==> config.mk <==
export PLATFORM = sky130hd
export DESIGN_NAME = fetch_queue
export DESIGN_NICKNAME = d
export VERILOG_FILES = /design/src/rtl/fetch_queue.sv
export SDC_FILE = /design/constraint.sdc
export NUM_CORES = 1
export LEC_CHECK = 0
export ABC_CLOCK_PERIOD_IN_PS = 2900
export BUFFER_PORTS_ARGS = -buffer_cell sky130_fd_sc_hd__clkbuf_2
export CORE_MARGIN = 4
export CORE_UTILIZATION = 52
export DETAILED_ROUTE_END_ITERATION = 10
export PLACE_DENSITY = 0.76
export SYNTH_ARGS = -nofsm -noshare
export SYNTH_HDL_FRONTEND = slang
export SYNTH_SLANG_ARGS = --single-unit
==> constraint.sdc <==
create_clock -name clk -period 2.9 [get_ports clk]
set_clock_uncertainty 0.1 [all_clocks]
set_input_delay 0.435 -clock clk [delete_from_list [all_inputs] [get_ports clk]]
set_output_delay 0.435 -clock clk [all_outputs]
set_load 0.005 [all_outputs]
==> src/rtl/fetch_queue.sv <==
// Instruction fetch stage: sequential PC generation, in-order memory requests, and a small
// instruction FIFO toward decode. Redirects flush the FIFO and drop stale in-flight responses.
module fetch_queue #(
  parameter logic [31:0] RESET_PC = 32'h0000_0000,
  parameter int unsigned DEPTH    = 4
) (
  input  logic        clk,
  input  logic        rst,
  output logic        imem_req_valid,
  output logic [31:0] imem_req_addr,
  input  logic        imem_req_ready,
  input  logic        imem_resp_valid,
  input  logic [31:0] imem_resp_data,
  input  logic        redirect_valid,
  input  logic [31:0] redirect_pc,
  output logic        inst_valid,
  output logic [31:0] inst,
  output logic [31:0] inst_pc,
  input  logic        inst_ready
);

  localparam int unsigned PW = $clog2(DEPTH);
  localparam int unsigned CW = PW + 1;
  localparam logic [CW:0] DepthW = (CW + 1)'(DEPTH);

  logic [31:0]   fetch_pc_q;
  logic [31:0]   resp_pc_q;
  logic [CW-1:0] count_q;
  logic [CW-1:0] in_flight_q;
  logic [CW-1:0] discard_q;
  logic [PW-1:0] rd_ptr_q;
  logic [PW-1:0] wr_ptr_q;
  logic [31:0]   data_mem [DEPTH];
  logic [31:0]   pc_mem   [DEPTH];

  logic [CW:0]   used;
  logic [31:0]   redirect_aligned;
  logic          req_fire;
  logic          resp_fire;
  logic          push;
  logic          pop;

  // Credit covers both buffered and in-flight words, so a push can never overflow.
  assign used             = {1'b0, count_q} + {1'b0, in_flight_q};
  assign redirect_aligned = redirect_pc & 32'hFFFF_FFFC;

  assign imem_req_valid = !rst && !redirect_valid && (used < DepthW);
  assign imem_req_addr  = fetch_pc_q;
  assign req_fire       = imem_req_valid && imem_req_ready;

  // A response with nothing outstanding is spurious and ignored.
  assign resp_fire = imem_resp_valid && (in_flight_q != '0);
  assign push      = resp_fire && (discard_q == '0) && !redirect_valid;

  assign inst_valid = !rst && (count_q != '0) && !redirect_valid;
  assign inst       = rst ? 32'h0 : data_mem[rd_ptr_q];
  assign inst_pc    = rst ? 32'h0 : pc_mem[rd_ptr_q];
  assign pop        = inst_valid && inst_ready;

  always_ff @(posedge clk) begin
    if (rst) begin
      fetch_pc_q  <= RESET_PC;
      resp_pc_q   <= RESET_PC;
      count_q     <= '0;
      in_flight_q <= '0;
      discard_q   <= '0;
      rd_ptr_q    <= '0;
      wr_ptr_q    <= '0;
    end else begin
      in_flight_q <= in_flight_q + CW'(req_fire) - CW'(resp_fire);
      if (redirect_valid) begin
        fetch_pc_q <= redirect_aligned;
        resp_pc_q  <= redirect_aligned;
        count_q    <= '0;
        rd_ptr_q   <= '0;
        wr_ptr_q   <= '0;
        // Everything still outstanding belongs to the old path; the same-cycle word is dropped.
        discard_q  <= in_flight_q - CW'(resp_fire);
      end else begin
        if (req_fire) begin
          fetch_pc_q <= fetch_pc_q + 32'd4;
        end
        if (resp_fire && (discard_q != '0)) begin
          discard_q <= discard_q - CW'(1);
        end
        if (push) begin
          wr_ptr_q  <= wr_ptr_q + PW'(1);
          resp_pc_q <= resp_pc_q + 32'd4;
        end
        if (pop) begin
          rd_ptr_q <= rd_ptr_q + PW'(1);
        end
        count_q <= count_q + CW'(push) - CW'(pop);
      end
    end
  end

  always_ff @(posedge clk) begin
    if (push) begin
      data_mem[wr_ptr_q] <= imem_resp_data;
      pc_mem[wr_ptr_q]   <= resp_pc_q;
    end
  end

endmodule

==> metrics.md, run 1 <==
| Metric | Value |
|---|---|
| Area growth, synth to finish | `17.3%` |
| Sequential share of the synthesized area | `about two thirds` |
| Total length of routed wires | `roughly 28000 um` |
| Starting density of the core | `53.3%` |
| Crit share post-route | `between 90% and 100%` |
| CTS Buf Count | `34` |
| Top_reg_cell synth | `sky130_fd_sc_hd__edfxtp_1` |
| Maximum level of the CTS H-tree | `2` |
| Post-layout min period | `2.72 ns` |
| Hold Buf Count CTS | `0` |
| Layout cell share with drive strength beyond 1 | `28.0%` |
| DIE WIDTH | `around 170 um` |
| Leakage | `approximately 5.6 nW` |
| Mux share of post-synthesis cell area | `between 10% and 20%` |
| GRT Residual Overflow | `0` |
| Number of cells traversed by the worst hold path | `1` |
| Clock Root Buffer | `sky130_fd_sc_hd__clkbuf_16` |
| Post-Synth Adder-Cell Area | `between 1.5 and 2%` |
| Max-Slew Margin vs Limit | `between 40 and 50%` |
| # port buffers | `roughly 160` |
| Half-perimeter wire length after placement | `between 15000 and 20000 um` |
| Area fraction of the dominant cell type after synthesis | `between 50% and 60%` |
| Maximum fanout along the worst path | `5` |
| Crit end category | `flip-flop` |
| Power, Total | `10.3 mW` |
| Routed len/inst | `about 20 um` |
| HP Start | `imem_resp_data[16]` |
| Classification of the worst-slack hold path | `in2reg` |
| Total of fill cells in the finished design | `between 1500 and 2000` |
| Maximum count of clock buffers along a single path | `3` |
| Register-to-register path setup slack | `around 0.18 ns` |
| Core Rows | `58` |
| Detailed router's first-iteration violation count | `721` |
| First-pass GRT wire length | `44700 um` |
| Worst supply voltage drop on vdd | `around 580 uV` |
| Ys Warns | `0` |
| Critical Path Source Type | `flip-flop` |
| Largest net degree at the start of global routing | `between 70 and 80` |
| TritonCTS clock tree | `done` |
| Drt drc | `0` |
| Critical register-to-register path endpoint | `in_flight_q[2]` |
| Slew at the pin closest to its max-slew limit | `a little under 0.8 ns` |
| Area after detailed placement | `0.0148 sq mm` |
| Post-synth EDFFs | `about 250` |
| Post-route cell area | `0.0159 sq mm` |
| # setup viols final | `0` |
| Final core utilization | `between 60% and 70%` |
| Worst hold path endpoint | `data_mem[0][16]` |
| Die area | `roughly 0.029 sq mm` |
| Post-CTS Setup Inserts | `0` |
| Count of maximum capacitance violations | `0` |
| Post-synthesis cell area | `0.0135 sq mm` |
| Simple logic cell fraction of the synthesized area | `between 10% and 20%` |
| Unrepaired setup endpoints after global routing | `no` |
| Share of async-settable or async-resettable flops after synthesis | `0%` |
| Via count of the routed design | `roughly 8300` |
| Skew-Pair Late Insertion Delay | `~0.50 ns` |
| Via density per instance | `a little under 6` |
| Outcome | `finished clean` |
| Commonest non-fill, non-tap cells in the layout | `sky130_fd_sc_hd__edfxtp_1, sky130_fd_sc_hd__clkbuf_2, sky130_fd_sc_hd__and2_1` |
| Post-route non-filler standard cell count | `between 1000 and 1500` |
| Achievable frequency | `between 300 and 400 MHz` |
| Number of cell instances on the worst register-to-register path | `12` |
| Post-synthesis cell type with the largest combined area | `sky130_fd_sc_hd__edfxtp_1` |
| Power per Cell Area | `roughly 650 mW/mm^2` |
| Placed Cells incl. Taps | `roughly 1400` |
| Mean instance size in the synthesized netlist | `14.9 sq um` |
| Most common cell after layout, fill and taps aside | `sky130_fd_sc_hd__edfxtp_1` |
| Xor and xnor area share after synthesis | `under 10%` |
| Setup CP Type | `reg2reg` |
| GR Util All Layers | `around 20%` |
| Combinational family with the most area after synthesis | `simple AND/OR/NAND/NOR gates` |
| Initial antenna violation count | `0` |
| Complex-gate fraction of the synthesized area | `about 5.5%` |
| Clock transition at the register clock pins on the worst setup and hold paths after CTS | `roughly 0.060 ns` |
| Via count of the first global-routing pass | `roughly 8300` |
| Number of clock sinks | `323` |
| Net count, final | `1169` |
| Cells resized by post-CTS repair | `0` |
| Worst flop-to-flop path startpoint | `in_flight_q[2]` |
| Ranking of synthesized cells by area | `sky130_fd_sc_hd__edfxtp_1, sky130_fd_sc_hd__dfxtp_1, sky130_fd_sc_hd__mux4_2` |
| Synthesized flop and latch total | `about 320` |
| Setup TNS after final layout | `0 ns` |
| I/O pin total | `about 170` |
| Antenna cell count | `0` |
| Arr. time, crit path | `2.99 ns` |
| Synth Instances | `between 900 and 1000` |
| Final Hold Vio Count | `0` |
| Data required time at the worst endpoint | `roughly 3.2 ns` |
| Core ar. | `0.0254 sq mm` |
| Die Span Y | `169 um` |
| Final weighted congestion in routability-driven placement | `~0.85` |
| Max Slew Vio Count | `0` |
| DRT antenna net count | `0` |
| Distinct cell type count after synthesis | `54` |
| Detailed-router iteration count before antenna repair | `6` |
==> per-stage QoR <==
step / hold WS (ns) / setup WS (ns)
floorplan: 0.358 / 0.0226
global placement: 0.402 / 0.231
detailed placement: 0.415 / 0.162
CTS: 0.0289 / 0.159
global route: 0.0356 / 0.0401
finish: 0.0575 / 0.183
==> critical path, stage by stage (launching register included) <==
cell	delay (ns)
sky130_fd_sc_hd__dfxtp_1	0.43
sky130_fd_sc_hd__ha_1	0.27
sky130_fd_sc_hd__a311oi_1	0.25
sky130_fd_sc_hd__and3_1	0.24
sky130_fd_sc_hd__inv_2	0.04
sky130_fd_sc_hd__ha_1	0.26
sky130_fd_sc_hd__inv_1	0.05
sky130_fd_sc_hd__ha_1	0.13
sky130_fd_sc_hd__inv_1	0.05
sky130_fd_sc_hd__fa_1	0.37
sky130_fd_sc_hd__xnor2_1	0.21
sky130_fd_sc_hd__xnor2_1	0.14
sky130_fd_sc_hd__nor2_1	0.05
==> power by group <==
group / internal (mW) / leakage (nW) / total, mW / switching, mW
sequential: 5.21 / 2.88 / 5.38 / 0.164
combinational: 0.421 / 2.17 / 0.886 / 0.464
clock: 2.41 / 0.506 / 4.05 / 1.64
total: 8.05 / 5.55 / 10.3 / 2.27
==> Yosys cell counts (6+ instances only) <==
| library cell | instances |
|---|---|
| sky130_fd_sc_hd__xnor2_1 | 15 |
| sky130_fd_sc_hd__a311oi_1 | 10 |
| sky130_fd_sc_hd__dfxtp_1 | 75 |
| sky130_fd_sc_hd__nor4_1 | 9 |
| sky130_fd_sc_hd__o21a_1 | 7 |
| sky130_fd_sc_hd__nand3_1 | 22 |
| sky130_fd_sc_hd__a21boi_0 | 11 |
| sky130_fd_sc_hd__buf_2 | 8 |
| sky130_fd_sc_hd__and2_1 | 76 |
| sky130_fd_sc_hd__nand2_1 | 37 |
| sky130_fd_sc_hd__or3_1 | 14 |
| sky130_fd_sc_hd__a21oi_1 | 25 |
| sky130_fd_sc_hd__clkbuf_1 | 37 |
| sky130_fd_sc_hd__nor2_1 | 51 |
| sky130_fd_sc_hd__mux2i_1 | 6 |
| sky130_fd_sc_hd__and4_1 | 6 |
| sky130_fd_sc_hd__and3_1 | 9 |
| sky130_fd_sc_hd__ha_1 | 16 |
| sky130_fd_sc_hd__o21ai_0 | 24 |
| sky130_fd_sc_hd__mux4_2 | 62 |
| sky130_fd_sc_hd__edfxtp_1 | 248 |
| sky130_fd_sc_hd__nand4_1 | 28 |
| sky130_fd_sc_hd__nor3_1 | 8 |
| sky130_fd_sc_hd__a211oi_1 | 12 |
| sky130_fd_sc_hd__a31oi_1 | 8 |
| sky130_fd_sc_hd__inv_1 | 18 |
| sky130_fd_sc_hd__xor2_1 | 21 |
==> how the worst max path moves through the flow <==
stage,slack (ns),startpoint,to
2_1_floorplan,0.02,count_q[1],in_flight_q[2]
3_3_place_gp,0.23,in_flight_q[2],in_flight_q[2]
3_5_place_dp,0.16,in_flight_q[2],in_flight_q[2]
4_1_cts,0.16,in_flight_q[2],in_flight_q[2]
5_1_grt,0.04,in_flight_q[2],in_flight_q[2]
6_report,0.18,in_flight_q[2],in_flight_q[2]
==> cell families (layout without fill, tap and decap cells) <==
group / after synthesis / in the layout
mux: 70 / 70
flops: 323 / 323
fa+ha+maj: 18 / 18
simple gates: 275 / 275
buf+inv: 72 / 266
other cells: 1 / 4
xor+xnor: 36 / 36
compound gates: 113 / 113
==> metal layers <==
layer	wire, um	vias up	track usage (%)
li1	-	3834	-
met2	13100	371	31.2
met3	2460	37	3.63
met4	375	0	4.10
met1	12100	4036	28.6
met5	0	-	0
==> sequential cells by signal (all words and copies together) (netlist names), named ones only <==
| signal | cells |
|---|---|
| pc_mem | 120 |
| resp_pc_q | 30 |
| rd_ptr_q | 2 |
| discard_q | 3 |
| count_q | 3 |
| data_mem | 128 |
| wr_ptr_q | 2 |
| in_flight_q | 3 |
| imem_req_addr | 30 |
==> final cells by class <==
cell class,count,area (sq um),area share (%)
flip-flops and latches,323,8960,56.4
multi-input cells,516,4310,27.2
repair buffers,185,1070,6.76
clock buffers,52,976,6.15
well taps,330,413,2.60
inverters,21,78.8,0.496
clock inverters,8,67.6,0.426
(Power assumes the default switching activity.)
==> inputs of run 2 (changes only) <==
--- a/config.mk
+++ b/config.mk
@@ -5,10 +5,11 @@
 export SDC_FILE = /design/constraint.sdc
 export NUM_CORES = 1
 export LEC_CHECK = 0
+export ABC_AREA = 1
 export ABC_CLOCK_PERIOD_IN_PS = 2900
 export BUFFER_PORTS_ARGS = -buffer_cell sky130_fd_sc_hd__clkbuf_2
 export CORE_MARGIN = 4
-export CORE_UTILIZATION = 52
+export CORE_UTILIZATION = 53
 export DETAILED_ROUTE_END_ITERATION = 10
 export PLACE_DENSITY = 0.76
 export SYNTH_ARGS = -nofsm -noshare
==> run 2 against run 1 <==
Against the previous run: clock-buffer cell count fell by 4; non-clock buffer count shrank 3; largest cell class unchanged; maximum frequency grew 2.0%; critical endpoint is now inst[27]; core utilization is 0.14 points lower.
==> metrics.md, run 2 <==
| Metric | Value |
|---|---|
| Placement-stage worst setup slack | `roughly 0.27 ns` |
| Most common cell after layout, fill and taps aside | `sky130_fd_sc_hd__nor2_1` |
| Drt drc | `0` |
| Leakage | `6.45 nW` |
| Number of cells traversed by the worst hold path | `1` |
| Stages on worst setup path | `6` |
| Largest net degree at the start of global routing | `115` |
| Final Hold Vio Count | `0` |
| Unrepaired setup endpoints after global routing | `no` |
| Number of cell instances on the worst register-to-register path | `15` |
| Total of fill cells in the finished design | `roughly 2200` |
| Top_reg_cell synth | `sky130_fd_sc_hd__edfxtp_1` |
| Synthesized flop and latch total | `between 300 and 400` |
| TritonCTS clock tree | `done` |
| Total length of routed wires | `about 35000 um` |
| Top register by number of flip-flops | `data_mem` |
| Via density per instance | `about 5.4` |
| Sequential group share of total power | `roughly half` |
| Sequential share of the synthesized area | `between 60% and 70%` |
| Cell-by-cell listing of the critical path | `buf_4 -> nor2_1 -> nor2_1 -> o21ai_0 -> a21oi_1 -> clkbuf_2` |
| Area after detailed placement | `between 0.015 and 0.02 sq mm` |
| Ranking of synthesized cells by area | `sky130_fd_sc_hd__edfxtp_1, sky130_fd_sc_hd__dfxtp_1, sky130_fd_sc_hd__nor2_1` |
| Worst supply voltage drop on vdd | `381 uV` |
| Core Rows | `60` |
| Half-perimeter wire length after placement | `22300 um` |
| CP max-delay cell | `sky130_fd_sc_hd__buf_4` |
| Synth Instances | `between 1500 and 2000` |
| Via count of the routed design | `11600` |
| Area growth, synth to finish | `15.2%` |
| Number of flip-flops under the largest register name | `approximately 130` |
| Library cell with the highest instance count after synthesis | `sky130_fd_sc_hd__nor2_1` |
| P_sw | `between 2 and 3 mW` |
| Post-route cell area | `roughly 0.017 sq mm` |
| GRT Residual Overflow | `0` |
| Starting density of the core | `between 50 and 60%` |
| Net count, final | `about 1800` |
| Data required time at the worst endpoint | `2.37 ns` |
| Post-synthesis cell area | `0.0147 sq mm` |
| Crit share post-route | `91.8%` |
| Maximum level of the CTS H-tree | `2` |
| Die area | `about 0.030 sq mm` |
| Count of maximum capacitance violations | `0` |
| Area fraction of the dominant cell type after synthesis | `a little over 50%` |
| Skew-Pair Late Insertion Delay | `~0.52 ns` |
| Clock transition at the register clock pins on the worst setup and hold paths after CTS | `approximately 0.060 ns` |
| Classification of the worst-slack hold path | `in2reg` |
| Mean instance size in the synthesized netlist | `9.22 sq um` |
| Setup TNS after final layout | `0 ns` |
| Setup CP Type | `reg2out` |
| Post-layout min period | `2.66 ns` |
| Most frequent cells after synthesis | `sky130_fd_sc_hd__nor2_1, sky130_fd_sc_hd__nand2_1, sky130_fd_sc_hd__edfxtp_1` |
| Final weighted congestion in routability-driven placement | `roughly 0.88` |
| Worst Slack Setup Final | `0.237 ns` |
| Number of clock sinks | `323` |
| Clock power frac | `38.6%` |
| Post-synthesis cell type with the largest combined area | `sky130_fd_sc_hd__edfxtp_1` |
| Biggest regs | `data_mem x128, pc_mem x120` |
| Clock Root Buffer | `sky130_fd_sc_hd__clkbuf_16` |
| Power per Cell Area | `between 600 and 700 mW/mm^2` |
| Die Span Y | `roughly 170 um` |
| Distinct cell type count after synthesis | `37` |
| GR Util All Layers | `22.7%` |
| Core ar. | `roughly 0.027 sq mm` |
| Share of async-settable or async-resettable flops after synthesis | `0%` |
| Power, Total | `about 10 mW` |
| First-pass GRT wire length | `around 56000 um` |
| Via count of the first global-routing pass | `~11000` |
| Commonest non-fill, non-tap cells in the layout | `sky130_fd_sc_hd__nor2_1, sky130_fd_sc_hd__nand2_1, sky130_fd_sc_hd__edfxtp_1` |
| Critical path buffers and inverters | `2` |
| Fraction of power consumed by combinational cells | `around a tenth` |
| Achievable frequency | `about 380 MHz` |
| Maximum fanout along the worst path | `54` |
| # port buffers | `161` |
| Hold Buf Count CTS | `0` |
| DIE WIDTH | `174 um` |
| Most common cell on crit path | `sky130_fd_sc_hd__nor2_1` |
| Critical Path Source Type | `flip-flop` |
| Ys Warns | `0` |
| Detailed router's first-iteration violation count | `1007` |
| Cells resized by post-CTS repair | `0` |
| Routed len/inst | `between 15 and 20 um` |
| Internal power of the cells | `just under 8 mW` |
| Cell class contributing the biggest share of worst-path delay | `buffers and inverters` |
| CTS Buf Count | `34` |
| Layout cell share with drive strength beyond 1 | `~15%` |
| Initial antenna violation count | `0` |
| Outcome | `finished clean` |
| Maximum count of clock buffers along a single path | `3` |
| Slew at the pin closest to its max-slew limit | `~0.7 ns` |
| Detailed-router iteration count before antenna repair | `5` |
| Switch share | `24.3%` |
| Post-synth EDFFs | `~250` |
| Worst Hold Slack | `~0.031 ns` |
| # setup viols final | `0` |
| Max-Slew Margin vs Limit | `a little over half` |
| Crit end category | `output pin` |
| Post-CTS Setup Inserts | `0` |
| I/O pin total | `168` |
| Largest stage delay on the critical path | `approximately 0.51 ns` |
| Arr. time, crit path | `between 2 and 2.5 ns` |
| Max Slew Vio Count | `0` |
| DRT antenna net count | `0` |
==> run 2: metal layers <==
layer	wire (um)	GRT usage, %
met1	15000	31.3
met2	16700	38.1
met3	2860	3.44
met4	724	5.97
met5	0	0
==> run 2: through the flow <==
step / std cells / utilization (%)
2_1_floorplan: 1594 / -
3_3_place_gp: 2074 / 58.6
3_5_place_dp: 2074 / 58.6
4_1_cts: 2132 / 62.4
5_1_grt: 2132 / 62.4
6_report: 2133 / 62.4
==> run 2: kinds of logic (layout without fill, tap and decap cells) <==
group / count (synthesis) / after routing / synth area share, %
other: 1 / 5 / 0.0256
buffers and inverters: 192 / 358 / 5.53
flip-flops: 323 / 323 / 61.0
XOR/XNOR: 11 / 11 / 0.657
AND/OR/NAND/NOR: 745 / 745 / 20.7
adder cells (fa/ha/maj): 18 / 18 / 1.64
AO/OA/AOI/OAI: 301 / 301 / 10.5
==> run 2: path summary, 6_finish.rpt <==
kind                      to  slack, ns          startpoint
max reg2reg       count_q[2]       0.28        discard_q[0]
min          data_mem[1][25]       0.03  imem_resp_data[25]
max                 inst[27]       0.24           flip-flop
min reg2reg     discard_q[1]       0.36        discard_q[1]
==> run 2: final cells by class <==
type	instances	area (sq um)	area share, %
inverters	118	444	2.63
well taps	372	465	2.75
flip-flops and latches	323	8950	53.0
clock buffers	48	925	5.47
multi-input cells	1079	4950	29.3
diodes	1	2.50	0.0148
clock inverters	10	104	0.614
repair buffers	182	1050	6.23
==> run 2: power by group through the flow <==
stage / Combinational (mW) / Sequential, mW / Clock [mW]
global placement: 0.994 / 5.48 / 0
finish: 1.03 / 5.39 / 4.04
floorplan: 0.671 / 5.44 / 0
CTS: 1.03 / 5.39 / 4.10
detailed placement: 1.03 / 5.49 / 0
global route: 1.17 / 5.42 / 4.29
==> inputs of run 3 (changes only) <==
==> config.mk (replaced) <==
export PLATFORM = sky130hd
export DESIGN_NAME = fetch_queue
export DESIGN_NICKNAME = d
export VERILOG_FILES = /design/src/rtl/fetch_queue.sv
export SDC_FILE = /design/constraint.sdc
export NUM_CORES = 1
export LEC_CHECK = 0
export ABC_CLOCK_PERIOD_IN_PS = 2900
export CORE_MARGIN = 4
export CORE_UTILIZATION = 55
export DETAILED_ROUTE_END_ITERATION = 10
export DONT_BUFFER_PORTS = 1
export PLACE_DENSITY = 0.73
export SYNTH_ARGS = -nofsm -noshare
export SYNTH_HDL_FRONTEND = slang
export SYNTH_SLANG_ARGS = --single-unit
==> run 3 against run 2 <==
Against the previous run: clock power up 5%; power is essentially flat; maximum frequency fell by 1.9%; sequential power hardly changed; combinational power shrank 19%; critical path depth increased by 6; largest cell class unchanged; cell count decreased by 38%; setup slack worse by 0.050 ns; sequential share of layout area grew 4.0 points; register-to-register slack got worse by 0.09 ns; highest routed layer unchanged.
==> metrics.md, run 3 (synthesis gave the netlist of run 1 again) <==
| Metric | Value |
|---|---|
| Total length of routed wires | `~28000 um` |
| Post-route cell area | `0.0157 sq mm` |
| Net count, final | `~1100` |
| Clock transition at the register clock pins on the worst setup and hold paths after CTS | `around 0.060 ns` |
| Number of clock sinks | `323` |
| # setup viols final | `0` |
| TritonCTS clock tree | `done` |
| Largest net degree at the start of global routing | `63` |
| Maximum level of the CTS H-tree | `2` |
| DIE WIDTH | `165 um` |
| Worst supply voltage drop on vdd | `between 400 and 500 uV` |
| Via density per instance | `between 5 and 6` |
| Top register by number of flip-flops | `data_mem` |
| Number of flip-flops under the largest register name | `128` |
| Total of fill cells in the finished design | `1738` |
| Number of cell instances on the worst register-to-register path | `12` |
| Achievable frequency | `approximately 370 MHz` |
| Grt met3 use | `6.89%` |
| Classification of the worst-slack hold path | `in2reg` |
| Commonest non-fill, non-tap cells in the layout | `sky130_fd_sc_hd__edfxtp_1, sky130_fd_sc_hd__and2_1, sky130_fd_sc_hd__dfxtp_1` |
| Post-layout min period | `2.71 ns` |
| # port buffers | `0` |
| Half-perimeter wire length after placement | `approximately 18000 um` |
| Area growth, synth to finish | `16.1%` |
| Setup CP Type | `reg2reg` |
| Die area | `around 0.027 sq mm` |
| Skew-Pair Late Insertion Delay | `around 0.50 ns` |
| Worst hold path endpoint | `resp_pc_q[12]` |
| Worst flop-to-flop path startpoint | `count_q[1]` |
| DRT antenna net count | `0` |
| Via count of the routed design | `7878` |
| Routed len/inst | `21.4 um` |
| Detailed-router iteration count before antenna repair | `5` |
| Crit share post-route | `93.6%` |
| Via count of the first global-routing pass | `slightly above 8000` |
| Data required time at the worst endpoint | `3.18 ns` |
| Busiest layer in global routing | `met2` |
| Initial antenna violation count | `0` |
| Critical Path Source Type | `flip-flop` |
| Sequential group share of total power | `51.5%` |
| GRT Residual Overflow | `0` |
| Max-Slew Margin vs Limit | `between 50% and 60%` |
| Post-route non-filler standard cell count | `1327` |
| GR Util All Layers | `between 20% and 30%` |
| Core ar. | `~0.024 sq mm` |
| Fraction of met1 tracks used by global routing | `29.9%` |
| Starting density of the core | `55.8%` |
| Placed Cells incl. Taps | `1217` |
| Most common cell after layout, fill and taps aside | `sky130_fd_sc_hd__edfxtp_1` |
| Unrepaired setup endpoints after global routing | `no` |
| HP Start | `redirect_pc[12]` |
| Slew at the pin closest to its max-slew limit | `between 0.6 and 0.7 ns` |
| Arr. time, crit path | `approximately 3.0 ns` |
| P_sw | `~2.2 mW` |
| Biggest regs | `data_mem x128, pc_mem x120` |
| I/O pin total | `~170` |
| Critical register-to-register path endpoint | `in_flight_q[2]` |
| Switch share | `21.5%` |
| Power, Total | `approximately 10 mW` |
| Count of maximum capacitance violations | `0` |
| Outcome | `finished clean` |
| Clock Root Buffer | `sky130_fd_sc_hd__clkbuf_16` |
| Register-to-register path setup slack | `between 0.15 and 0.2 ns` |
| Final Hold Vio Count | `0` |
| Worst Slack Setup Final | `0.187 ns` |
| Detailed router's first-iteration violation count | `~600` |
| Crit end category | `flip-flop` |
| Maximum fanout along the worst path | `4` |
| Internal power of the cells | `roughly 8.2 mW` |
| Maximum count of clock buffers along a single path | `3` |
| Core Rows | `between 50 and 60` |
| Setup TNS after final layout | `0 ns` |
| Footprint of the flip-flops and latches | `between 0.008 and 0.009 sq mm` |
| Fraction of power consumed by combinational cells | `about 8.0%` |
| Drt drc | `0` |
| CTS Buf Count | `34` |
| Final weighted congestion in routability-driven placement | `approximately 0.86` |
| Met2 Track Usage GR | `about 33%` |
| Die Span Y | `between 150 and 200 um` |
| Antenna cell count | `0` |
| Power per Cell Area | `around 660 mW/mm^2` |
| Max Slew Vio Count | `0` |
| Area after detailed placement | `~0.014 sq mm` |
| Placement-stage worst setup slack | `roughly 0.21 ns` |
| Layout cell share with drive strength beyond 1 | `between 15 and 20%` |
| First-pass GRT wire length | `roughly 45000 um` |
| Multi-input logic area | `~0.0043 sq mm` |
| Number of cells traversed by the worst hold path | `2` |
| Leakage | `roughly 5.2 nW` |
| Clock power frac | `a little over 40%` |
==> run 3: changes by cell type in the layout (fill, tap and decap cells not counted), moves of 62 or more <==
cell | before | now
sky130_fd_sc_hd__a21oi_1 | 120 | 25
sky130_fd_sc_hd__nor2_1 | 354 | 51
sky130_fd_sc_hd__inv_1 | 110 | 18
sky130_fd_sc_hd__clkbuf_2 | 160 | 0
sky130_fd_sc_hd__nand2_1 | 274 | 37
sky130_fd_sc_hd__mux4_2 | 0 | 62
sky130_fd_sc_hd__o21ai_0 | 163 | 24
sky130_fd_sc_hd__and2_1 | 3 | 72
==> run 3: worst max path at each step <==
stage	to	startpoint	cells past startpoint
finish	in_flight_q[2]	count_q[1]	12
CTS	in_flight_q[2]	in_flight_q[2]	12
global placement	in_flight_q[2]	in_flight_q[2]	12
global route	in_flight_q[2]	count_q[1]	12
floorplan	in_flight_q[2]	count_q[1]	14
detailed placement	in_flight_q[2]	in_flight_q[2]	12
==> run 3: layer usage <==
| metal | part of all wire [%] | routed length, um | vias to the layer above |
|---|---|---|---|
| li1 | - | - | 3627 |
| met2 | 46 | 13100 | 325 |
| met3 | 9.9 | 2810 | 26 |
| met1 | 43 | 12200 | 3900 |
| met5 | 0 | 0 | - |
| met4 | 1.0 | 296 | 0 |
==> run 3: cell type report <==
cell class              count  area share (%)
clock buffers              46            5.90
flip-flops and latches    323            57.0
well taps                 324            2.58
inverters                  21           0.501
repair buffers             82            5.55
multi-input cells         516            27.4
clock inverters            15            1.08
==> run 3: per-stage QoR <==
| stage | hold WS (ns) | util [%] |
|---|---|---|
| floorplan | 0.358 | - |
| global placement | 0.406 | 58.3 |
| detailed placement | 0.409 | 58.3 |
| CTS | 0.00161 | 64.8 |
| global route | 0.0112 | 64.8 |
| finish | 0.0264 | 64.8 |
==> run 3: timing repair <==
action	CTS	global route
setup buffers	0	0
hold endpoints to repair	179	0
resized for setup	0	1
setup endpoints to repair	0	1
hold buffers	49	0
==> run 3: critical path, cell delays in order, from the launching register on <==
cell	delay, ns
sky130_fd_sc_hd__dfxtp_2	0.35
sky130_fd_sc_hd__ha_1	0.29
sky130_fd_sc_hd__a311oi_1	0.30
sky130_fd_sc_hd__and3_1	0.24
sky130_fd_sc_hd__inv_2	0.05
sky130_fd_sc_hd__ha_1	0.26
sky130_fd_sc_hd__inv_1	0.06
sky130_fd_sc_hd__ha_1	0.13
sky130_fd_sc_hd__inv_1	0.05
sky130_fd_sc_hd__fa_1	0.37
sky130_fd_sc_hd__xnor2_1	0.21
sky130_fd_sc_hd__xnor2_1	0.15
sky130_fd_sc_hd__nor2_1	0.05
==> run 3: power groups by stage <==
stage	combinational (mW)	sequential, mW	clock, mW
2_1_floorplan	0.571	5.42	0
5_1_grt	0.940	5.40	4.55
4_1_cts	0.842	5.38	4.32
3_3_place_gp	0.736	5.46	0
3_5_place_dp	0.747	5.47	0
6_report	0.832	5.38	4.24
